`config.mk`:
```
export PLATFORM = sky130hd
export DESIGN_NAME = control_pipeline
export DESIGN_NICKNAME = d
export VERILOG_FILES = /design/src/rtl/control_pipeline.sv
export SDC_FILE = /design/constraint.sdc
export NUM_CORES = 1
export LEC_CHECK = 0
export CELL_PAD_IN_SITES_DETAIL_PLACEMENT = 1
export CELL_PAD_IN_SITES_GLOBAL_PLACEMENT = 1
export CORE_ASPECT_RATIO = 0.75
export CORE_MARGIN = 2
export CORE_UTILIZATION = 39
export CTS_BUF_LIST = sky130_fd_sc_hd__clkbuf_4 sky130_fd_sc_hd__clkbuf_8
export CTS_CLUSTER_DIAMETER = 120
export DETAILED_ROUTE_END_ITERATION = 12
export PLACE_DENSITY_LB_ADDON = 0.1
export REMOVE_ABC_BUFFERS = 1
export SLEW_MARGIN = 20
export SYNTH_ARGS = -nofsm -noshare
export SYNTH_HDL_FRONTEND = slang
export SYNTH_SLANG_ARGS = --single-unit
```
`constraint.sdc`:
```
create_clock -name i_clock -period 2.9 [get_ports i_clock]
set_clock_uncertainty 0.2 [all_clocks]
set_input_delay 0.58 -clock i_clock [delete_from_list [all_inputs] [get_ports i_clock]]
set_output_delay 0.58 -clock i_clock [all_outputs]
set_load 0.01 [all_outputs]
```
`src/rtl/control_pipeline.sv`:
```
// Carries ID-decoded control bits through the ID/EX, EX/MEM and MEM/WB registers,
// inserting a load-use bubble and squashing younger instructions on a taken branch.
module control_pipeline #(
  parameter int REG_ADDR_BITS = 5
) (
  input  logic                     i_clock,
  input  logic                     i_reset,
  input  logic                     i_enable,
  input  logic                     i_RegDst,
  input  logic [1:0]               i_ALUOp,
  input  logic                     i_ALUSrc,
  input  logic                     i_Branch,
  input  logic                     i_MemRead,
  input  logic                     i_MemWrite,
  input  logic                     i_RegWrite,
  input  logic                     i_MemtoReg,
  input  logic [REG_ADDR_BITS-1:0] i_rs,
  input  logic [REG_ADDR_BITS-1:0] i_rt,
  input  logic                     i_flush,
  output logic                     o_stall,
  output logic                     o_ex_RegDst,
  output logic [1:0]               o_ex_ALUOp,
  output logic                     o_ex_ALUSrc,
  output logic                     o_mem_Branch,
  output logic                     o_mem_MemRead,
  output logic                     o_mem_MemWrite,
  output logic                     o_wb_RegWrite,
  output logic                     o_wb_MemtoReg
);

  logic                     ex_Branch;
  logic                     ex_MemRead;
  logic                     ex_MemWrite;
  logic                     ex_RegWrite;
  logic                     ex_MemtoReg;
  logic [REG_ADDR_BITS-1:0] ex_rt;
  logic                     mem_RegWrite;
  logic                     mem_MemtoReg;
  logic                     rt_match;

  // A load targeting $zero never produces a real dependency.
  assign rt_match = (ex_rt != '0) && ((ex_rt == i_rs) || (ex_rt == i_rt));
  assign o_stall  = ex_MemRead && rt_match && !i_flush;

  always_ff @(posedge i_clock or posedge i_reset) begin
    if (i_reset) begin
      o_ex_RegDst <= 1'b0;
      o_ex_ALUOp  <= 2'b00;
      o_ex_ALUSrc <= 1'b0;
      ex_Branch   <= 1'b0;
      ex_MemRead  <= 1'b0;
      ex_MemWrite <= 1'b0;
      ex_RegWrite <= 1'b0;
      ex_MemtoReg <= 1'b0;
      ex_rt       <= '0;
    end else if (i_enable) begin
      if (i_flush || o_stall) begin
        o_ex_RegDst <= 1'b0;
        o_ex_ALUOp  <= 2'b00;
        o_ex_ALUSrc <= 1'b0;
        ex_Branch   <= 1'b0;
        ex_MemRead  <= 1'b0;
        ex_MemWrite <= 1'b0;
        ex_RegWrite <= 1'b0;
        ex_MemtoReg <= 1'b0;
        ex_rt       <= '0;
      end else begin
        o_ex_RegDst <= i_RegDst;
        o_ex_ALUOp  <= i_ALUOp;
        o_ex_ALUSrc <= i_ALUSrc;
        ex_Branch   <= i_Branch;
        ex_MemRead  <= i_MemRead;
        ex_MemWrite <= i_MemWrite;
        ex_RegWrite <= i_RegWrite;
        ex_MemtoReg <= i_MemtoReg;
        ex_rt       <= i_rt;
      end
    end
  end

  // The instruction in EX is younger than the resolving branch, so it is squashed too.
  always_ff @(posedge i_clock or posedge i_reset) begin
    if (i_reset) begin
      o_mem_Branch   <= 1'b0;
      o_mem_MemRead  <= 1'b0;
      o_mem_MemWrite <= 1'b0;
      mem_RegWrite   <= 1'b0;
      mem_MemtoReg   <= 1'b0;
    end else if (i_enable) begin
      if (i_flush) begin
        o_mem_Branch   <= 1'b0;
        o_mem_MemRead  <= 1'b0;
        o_mem_MemWrite <= 1'b0;
        mem_RegWrite   <= 1'b0;
        mem_MemtoReg   <= 1'b0;
      end else begin
        o_mem_Branch   <= ex_Branch;
        o_mem_MemRead  <= ex_MemRead;
        o_mem_MemWrite <= ex_MemWrite;
        mem_RegWrite   <= ex_RegWrite;
        mem_MemtoReg   <= ex_MemtoReg;
      end
    end
  end

  always_ff @(posedge i_clock or posedge i_reset) begin
    if (i_reset) begin
      o_wb_RegWrite <= 1'b0;
      o_wb_MemtoReg <= 1'b0;
    end else if (i_enable) begin
      o_wb_RegWrite <= mem_RegWrite;
      o_wb_MemtoReg <= mem_MemtoReg;
    end
  end

endmodule

```
==> flow_metrics.tcl <==
set metrics [dict create \
    die_h_um 49.4 \
    insertion_delay_ns 0.25 \
    path_cells "clkdlybuf4s50_1 -> xnor2_1 -> nand3_1 -> o22ai_1 -> nor3b_1 -> dlygate4sd2_1" \
    min_path_type "reg2reg" \
    slew_headroom_pct 45.7 \
    holdPathEnd "o_mem_MemRead$_DFFE_PP0P_" \
    port_buffers 32 \
    p_total_mw 0.786 \
    clock.fmax_ghz 0.359 \
    crit_path_end_kind "output pin" \
    grt_pass1_wl_um 4330 \
    rr_endpoint "ex_MemRead$_DFFE_PP0P_" \
    cp_num_buf_inv 2 \
    post_cts_buffers 0 \
    row_count 16 \
    p_leak_nw 0.609 \
    cts_inserted_buffers 3 \
    viasPerCell 5.37 \
    diodes 0 \
    clock_sinks 21 \
    antenna_found_initial 0 \
    cts_resized 1 \
    cts_max_level 1 \
    dr.pass1.iters 4 \
    syn_area_um2 1070 \
    cap_violations 0 \
    setup_violations 0 \
    rrSetupSlack_ns 1.04 \
    cp_slowest_cell "clkdlybuf4s50_1" \
    arrival_ns 2.01 \
    synthToLayoutAreaGrowth_pct 41.1 \
    cts_tree "built" \
    instances_no_fill 173 \
    r2r_start "ex_rt[3]$_DFFE_PP0P_" \
    postRouteAntennaNets 0 \
    hpwl_um 1900 \
    root_buffer "clkbuf_8" \
    first_global_vias 963 \
    startpoint_type "input pin" \
    holdPathStages 1 \
    cp_max_fo 3 \
    fin_crit_ns 2.79 \
    postLayoutCellArea_um2 1520 \
    hold_viol 0 \
    final_util_pct 57.8 \
    cp_top_family "buffers and inverters" \
    rsz0062_at_grt "no" \
    slowest_delay_ns 0.52 \
    fp.dieArea_um2 3190 \
    finalSetupTns_ns 0 \
    powerDensity_nw_per_um2 519 \
    grt_max_degree 22 \
    worstSetupPathType "in2out" \
    cts_hold_buf 0 \
    avgRoutedWirePerCell_um 15.2 \
    dpl.cell_count 169 \
    core_um2 2620 \
    vias 929 \
    layout.nets 161 \
    synth-seq-area-share_pct 49.0 \
    reg2reg_depth 5 \
    outcome "finished, final reports clean" \
    min-delay-start "o_mem_MemRead$_DFFE_PP0P_" \
    floorplan.initialDensity_pct 40.9 \
    dpl_cell_area_um2 1470 \
    synth_cell_types 20 \
    finalCritPeriodShare_pct 96.2 \
    clkSlewWorstSetupHoldPaths_ns 0.08 \
    yosys_warnings 0 \
    die_w_um 64.6 \
    place.gp.congestion 0.776 \
    syn_area_per_cell_um2 10.8 \
    syn-instance-count 99 \
    ios 33 \
    peakVddDrop_mv 0.376 \
    crit_required_ns 2.12 \
    route.detailed.drc 0 \
    tightest_slew_ns 0.814 \
    synth_seq_cells 21 \
    clockBufferDepth 2 \
    drt_iter0_drc 10 \
    wirelength_um 2630 \
    grt_overflow 0 \
    slew_violations 0 \
    drive_gt1_share_pct 19.7 \
    grt_usage_pct 17.7 \
]
[cell type report]
cell class,count,area (µm²)
fill,289,1110
timing repair buffer,41,387
tap,36,45.0
clock buffer,4,48.8
multi-input combinational,69,502
inverter,2,7.51
sequential,21,526
[stage by stage]
step                worst slack [ns]  hold slack [ns]
floorplan                    0.00431            0.260
global placement              -0.185            0.269
detailed placement            -0.178            0.276
CTS                           0.0974            0.298
global route                  0.0133            0.312
finish                         0.111            0.294
[layer usage]
layer  up-vias  GRT usage [%]  wire length [µm]
li1        443              -                 -
met1       457           23.1              1210
met2        27           29.9              1260
met3         2           4.85               149
met4         0           3.19                14
met5         -              0                 0
[worst reg2reg max path, cell delays in order (launching register included)]
cell	delay, ns
dfrtp_1	0.44
or4_4	0.57
o21ai_4	0.14
buf_4	0.22
a32oi_1	0.14
o21ai_2	0.08
[cell usage in the layout (no fill, tap or decap), drive strengths merged]
cell type / n
dlygate4sd2: 1
xnor2: 10
o22ai: 1
dfrtp: 21
inv: 2
or4: 1
o2bb2ai: 1
clkbuf: 4
nor3b: 1
nor2: 1
mux2: 2
a32oi: 14
o21ai: 15
a22o: 4
nand2: 17
clkdlybuf4s50: 31
buf: 9
nand3: 2
[cells in the mapped netlist]
library cell	instances	area, µm²
nand3_1	2	10.0
xnor2_1	10	87.6
o2bb2ai_1	1	8.76
inv_1	2	7.51
o21ai_4	1	16.3
a32oi_1	14	123
clkbuf_1	2	7.51
nor3b_1	1	7.51
a22o_1	4	35.0
o22ai_1	1	6.26
mux2_2	2	22.5
dfrtp_1	21	526
buf_2	3	15.0
nand2_1	17	63.8
o21ai_1	5	25.0
o21ai_2	9	78.8
or4_4	1	11.3
buf_6	1	11.3
nor2_1	1	3.75
buf_4	1	7.51
[state kept, by name (all words and copies together) (netlist names)]
| register | cells |
|---|---|
| ex_MemWrite | 1 |
| o_ex_RegDst | 1 |
| mem_RegWrite | 1 |
| ex_MemtoReg | 1 |
| o_ex_ALUSrc | 1 |
| ex_RegWrite | 1 |
| o_wb_RegWrite | 1 |
| mem_MemtoReg | 1 |
| ex_MemRead | 1 |
| o_mem_Branch | 1 |
| ex_rt | 5 |
| ex_Branch | 1 |
| o_mem_MemRead | 1 |
| o_mem_MemWrite | 1 |
| o_ex_ALUOp | 2 |
| o_wb_MemtoReg | 1 |
[logic make-up after synthesis]
kind of cell | synth area share [%]
compound gates | 27.3
simple gates | 8.97
mux | 2.10
xor+xnor | 8.16
flops | 49.0
buf+inv | 4.55
[report_power, final]
group          switching, mW  internal (mW)
logic                 0.0993          0.122
clock network         0.0930          0.107
registers             0.0333          0.332
total                  0.226          0.561
[worst max-delay path by stage]
stage	from	to	depth (start not counted)
final	i_rt[4]	o_stall	6
after global routing	i_rt[4]	o_stall	6
after CTS	i_rt[4]	o_stall	6
after detailed placement	i_rt[4]	o_stall	6
after global placement	i_rt[4]	o_stall	6
after floorplan	i_rs[4]	o_stall	4
No activity file was read; power rests on OpenSTA's default activity.
